$ cat src/rtl/apu_pkg.sv
// Shared constants and types for the APU frame sequencer: default step
// positions, counter width, frame mode encoding and $4017 data bit positions.
package apu_pkg;

  localparam int CNT_W_DEF = 15;

  localparam int STEP1_DEF = 3728;
  localparam int STEP2_DEF = 7456;
  localparam int STEP3_DEF = 11185;
  localparam int STEP4_DEF = 14914;
  localparam int STEP5_DEF = 18640;

  typedef enum logic {
    FRAME_4STEP = 1'b0,
    FRAME_5STEP = 1'b1
  } frame_mode_t;

  // Positions inside the 2-bit wdata bus ({mode, irq_inhibit} = $4017[7:6])
  localparam int WDATA_MODE_BIT    = 1;
  localparam int WDATA_INHIBIT_BIT = 0;

endpackage

$ cat src/rtl/apu_frame_step_decode.sv
// Combinational step decoder: turns the current step count and frame mode
// into quarter/half/IRQ hits and the end-of-frame marker.
module apu_frame_step_decode
  import apu_pkg::*;
#(
  parameter int CNT_W = CNT_W_DEF,
  parameter int STEP1 = STEP1_DEF,
  parameter int STEP2 = STEP2_DEF,
  parameter int STEP3 = STEP3_DEF,
  parameter int STEP4 = STEP4_DEF,
  parameter int STEP5 = STEP5_DEF
) (
  input  logic [CNT_W-1:0] cnt,
  input  frame_mode_t      mode,
  output logic             q_hit,
  output logic             h_hit,
  output logic             irq_hit,
  output logic             last
);

  logic atStep1;
  logic atStep2;
  logic atStep3;
  logic atStep4;
  logic atStep5;
  logic fourStep;

  assign atStep1  = (cnt == CNT_W'(STEP1));
  assign atStep2  = (cnt == CNT_W'(STEP2));
  assign atStep3  = (cnt == CNT_W'(STEP3));
  assign atStep4  = (cnt == CNT_W'(STEP4));
  assign atStep5  = (cnt == CNT_W'(STEP5));
  assign fourStep = (mode == FRAME_4STEP);

  // STEP4 is the frame end in 4-step mode; in 5-step mode it is silent and STEP5 ends the frame
  assign last    = fourStep ? atStep4 : atStep5;
  assign q_hit   = atStep1 | atStep2 | atStep3 | last;
  assign h_hit   = atStep2 | last;
  assign irq_hit = fourStep & atStep4;

endmodule

$ cat src/rtl/apu_frame_sequencer.sv
// APU frame counter: paces quarter/half-frame clocks for all channels from the
// apuclk strobe, raises the frame IRQ and handles $4017 mode/restart writes.
module apu_frame_sequencer
  import apu_pkg::*;
#(
  parameter int STEP1 = STEP1_DEF,
  parameter int STEP2 = STEP2_DEF,
  parameter int STEP3 = STEP3_DEF,
  parameter int STEP4 = STEP4_DEF,
  parameter int STEP5 = STEP5_DEF,
  parameter int CNT_W = CNT_W_DEF
) (
  input  logic       clk,
  input  logic       n_reset,
  input  logic       apuclk,
  input  logic       wr_4017,
  input  logic [1:0] wdata,
  input  logic       rd_4015,
  output logic       qframe,
  output logic       hframe,
  output logic       irq,
  output logic       mode
);

  logic [CNT_W-1:0] cnt_q;
  logic [CNT_W-1:0] cnt_d;
  logic             pending_q;
  logic             pending_d;
  frame_mode_t      mode_q;
  frame_mode_t      mode_d;
  logic             inhibit_q;
  logic             inhibit_d;
  logic             qframe_q;
  logic             qframe_d;
  logic             hframe_q;
  logic             hframe_d;
  logic             irq_q;
  logic             irq_d;

  logic qHit;
  logic hHit;
  logic irqHit;
  logic lastStep;

  apu_frame_step_decode #(
    .CNT_W (CNT_W),
    .STEP1 (STEP1),
    .STEP2 (STEP2),
    .STEP3 (STEP3),
    .STEP4 (STEP4),
    .STEP5 (STEP5)
  ) u_decode (
    .cnt     (cnt_q),
    .mode    (mode_q),
    .q_hit   (qHit),
    .h_hit   (hHit),
    .irq_hit (irqHit),
    .last    (lastStep)
  );

  always_comb begin
    cnt_d     = cnt_q;
    pending_d = pending_q;
    mode_d    = mode_q;
    inhibit_d = inhibit_q;
    qframe_d  = 1'b0;
    hframe_d  = 1'b0;
    irq_d     = irq_q;

    // A restart tick consumes the pending write instead of comparing the count
    if (apuclk) begin
      if (pending_q) begin
        cnt_d     = '0;
        pending_d = 1'b0;
        qframe_d  = (mode_q == FRAME_5STEP);
        hframe_d  = (mode_q == FRAME_5STEP);
      end else begin
        cnt_d    = lastStep ? '0 : cnt_q + 1'b1;
        qframe_d = qHit;
        hframe_d = hHit;
      end
    end

    if (wr_4017) begin
      mode_d    = frame_mode_t'(wdata[WDATA_MODE_BIT]);
      inhibit_d = wdata[WDATA_INHIBIT_BIT];
      pending_d = 1'b1;
    end

    // The set is applied after the clear so a coincident $4015 read loses
    if (rd_4015 || inhibit_d) begin
      irq_d = 1'b0;
    end
    if (apuclk && !pending_q && irqHit && !inhibit_d) begin
      irq_d = 1'b1;
    end
  end

  always_ff @(posedge clk) begin
    if (!n_reset) begin
      cnt_q     <= '0;
      pending_q <= 1'b0;
      mode_q    <= FRAME_4STEP;
      inhibit_q <= 1'b0;
      qframe_q  <= 1'b0;
      hframe_q  <= 1'b0;
      irq_q     <= 1'b0;
    end else begin
      cnt_q     <= cnt_d;
      pending_q <= pending_d;
      mode_q    <= mode_d;
      inhibit_q <= inhibit_d;
      qframe_q  <= qframe_d;
      hframe_q  <= hframe_d;
      irq_q     <= irq_d;
    end
  end

  assign qframe = qframe_q;
  assign hframe = hframe_q;
  assign irq    = irq_q;
  assign mode   = logic'(mode_q);

endmodule

$ cat config.mk
export PLATFORM = sky130hd
export DESIGN_NAME = apu_frame_sequencer
export DESIGN_NICKNAME = d
export VERILOG_FILES = /design/src/rtl/apu_pkg.sv /design/src/rtl/apu_frame_step_decode.sv /design/src/rtl/apu_frame_sequencer.sv
export SDC_FILE = /design/constraint.sdc
export NUM_CORES = 1
export LEC_CHECK = 0
export ABC_AREA = 1
export CORE_MARGIN = 1.5
export CORE_UTILIZATION = 59
export CTS_BUF_LIST = sky130_fd_sc_hd__clkbuf_4
export CTS_CLUSTER_SIZE = 20
export DETAILED_ROUTE_END_ITERATION = 16
export HOLD_SLACK_MARGIN = 0.12
export PLACE_DENSITY = 0.81
export SLEW_MARGIN = 10
export SYNTH_ARGS = -nofsm -noshare
export SYNTH_HDL_FRONTEND = slang
export SYNTH_SLANG_ARGS = --single-unit
export TNS_END_PERCENT = 10
$ cat constraint.sdc
create_clock -name clk -period 2 [get_ports clk]
set_clock_uncertainty 0.2 [all_clocks]
set_input_delay 0.4 -clock clk [delete_from_list [all_inputs] [get_ports clk]]
set_output_delay 0.4 -clock clk [all_outputs]
set_load 0.005 [all_outputs]
==> run summary <==
predominant post-synthesis flop cell = dfxtp_1
Synth warnings = 0
sequential fraction of the synthesis area = 0.317
cts-stage hold buffer count = 0
largest net degree at the start of global routing = 14
Die Area = 2540 sq um
area leader, netlist = dfxtp_1
Mean Syn Cell Area = 6.29 sq um
Post-CTS Resized = 0
Syn Nets = 222
H-tree depth = 1
vias in the first global route = 1,331
Antenna Nets Post-Route = 0
# rows = 16
number of flops mapped to enable cells by yosys = 0
top-area cell type share of the netlist area = 0.317
Initial Utilization = 0.650
share of cells above drive strength 1 = 0.0841
Yosys cell types = 22
largest fanout on the critical path = 9
diodes inserted = 0
final WL = 3450 microns
Setup Crit Path Kind = reg2reg
IO buf count = 10
max-slew violations = 0
RSZ-0062 raised after global routing = false
Max-cap violations = 0
Detail Placement HPWL = 2610 microns
DRT Pass-1 Iters = 7
first-pass GRT wire length = 5970 microns
Max clock buf depth = 2
PwrDens = 488 nW/um^2
Fmax = 558 MHz
ranking of synthesized cells by area = dfxtp_1, nand2_1, nor2_1, nand4_1, inv_1
CP required = 2.00 ns
Placeable Area = 2040 sq um
Initial DRC Count = 89
final core utilization = 0.739
clk_lat worst skew = 0.30 ns
routed vias = 1,455
Setup Buffers After CTS = 0
Place WS = 0.171 ns
# DRC = 0
DR WL/cell = 13.6 microns
Final min period = 1.79 ns
Synth Register Bits = 21
Final period util = 0.896
CTS tree = yes
Post-Layout Cell Count = 253
Layout area overhead = 13.7%
clock sinks = 21
Die X = 50.4 microns
Final WS setup = 0.208 ns
min-delay worst type = reg2reg
I/O Pins = 11
final setup fails = 0
initial antenna violation count = 0
most frequent cell after synthesis = nand2_1
synth cell count leaders = nand2_1, nor2_1, inv_1
worst path arrival time = 1.79 ns
TritonCTS buffer count = 3
remaining global-route overflow = 0
Leak Pwr = 0.609 nW
placed insts = 249
Syn Inst Count = 211
RD Place Congestion = 1.02
Vias/cell = 5.75
Tot GR Track Use = 0.313
final net count = 238
Reg clk slew, reported paths = 0.12 ns
CP Capture Type = flop
asr flop ratio synth = 0
Worst-Margin Slew = 0.361 ns
Worst VDD drop = 432 uV
post-route setup TNS = 0 ns
Max-slew headroom = 0.759
Power, Total = 737 uW
Die H = 50.4 microns
final hold viol count = 0
post-synthesis cell area = 1330 sq um
status = completed
root buf cell = clkbuf_4
Worst Setup Start Kind = flop
critical path: stages, from the launching register on:
cell	delay, ns
dfxtp_1	0.42
inv_1	0.11
ha_1	0.23
nand2_1	0.09
nor2_1	0.06
nand2_2	0.18
nand2_1	0.09
o21ai_0	0.23
nand2_1	0.08
cell usage in the layout, fill, tap and decap left out:
cell	count
nand3_1	13
o2bb2ai_1	1
nand2_2	2
clkbuf_4	4
clkdlybuf4s50_1	10
o21a_1	1
ha_1	4
nor3_1	5
or2_2	1
o21ai_0	8
a21oi_1	16
nor4_1	1
nand3_2	1
nand4_1	17
clkinv_1	1
nor2_4	2
dfxtp_1	21
mux2i_1	1
nor2_2	2
inv_1	22
nor2_1	31
nand2_1	55
buf_4	7
state kept, by name, summed over array words and instances, names as in the netlist:
| signal | flops |
|---|---|
| qframe | 1 |
| pending_q | 1 |
| inhibit_q | 1 |
| mode | 1 |
| cnt_q | 15 |
| hframe | 1 |
| irq | 1 |
logic make-up (layout without fill, tap and decap cells):
logic type | after synthesis | count (layout) | share of synthesized area
adders and majority gates | 4 | 4 | 0.0377
buffers and inverters | 29 | 44 | 0.0914
muxes | 1 | 1 | 0.00754
and+or+nand+nor | 130 | 130 | 0.444
AOI/OAI and AO/OA | 26 | 26 | 0.103
DFF | 21 | 21 | 0.317
path summary, 6_finish.rpt:
| check | slack [ns] | cells past startpoint | to | start |
|---|---|---|---|---|
| min | 0.27 | 2 | irq$_SDFFE_PN0P_ | irq$_SDFFE_PN0P_ |
| max reg2reg | 0.21 | 8 | qframe$_SDFF_PN0_ | cnt_q[0]$_SDFFE_PN0P_ |
| min reg2reg | 0.27 | 2 | irq$_SDFFE_PN0P_ | irq$_SDFFE_PN0P_ |
| max | 0.21 | 8 | qframe$_SDFF_PN0_ | cnt_q[0]$_SDFFE_PN0P_ |
cell type report:
cell class / instances / area, sq um
Clock buffer: 4 / 30.0
Fill cell: 188 / 533
Sequential cell: 21 / 420
Inverter: 23 / 86.3
Multi-Input combinational cell: 161 / 786
Timing Repair Buffer: 17 / 153
Tap cell: 27 / 33.8
stage by stage:
step           instance area [sq um]  hold WS (ns)
5_1_grt                         1510         0.313
4_1_cts                         1510         0.271
3_5_place_dp                    1480         0.256
2_1_floorplan                   1330         0.255
6_report                        1510         0.268
3_3_place_gp                    1480         0.257
report_power, final:
group          total [mW]  switching (mW)  internal, mW
registers           0.433         0.00706         0.426
clock network       0.219           0.128        0.0913
logic              0.0841          0.0456        0.0385
metal layers:
metal	up-vias	global-route usage	part of all wire
li1	731	-	-
met1	635	0.440	0.44
met2	79	0.480	0.44
met3	10	0.0446	0.098
met4	0	0.131	0.020
met5	-	0	0
Power figures use the tool's default switching activity.
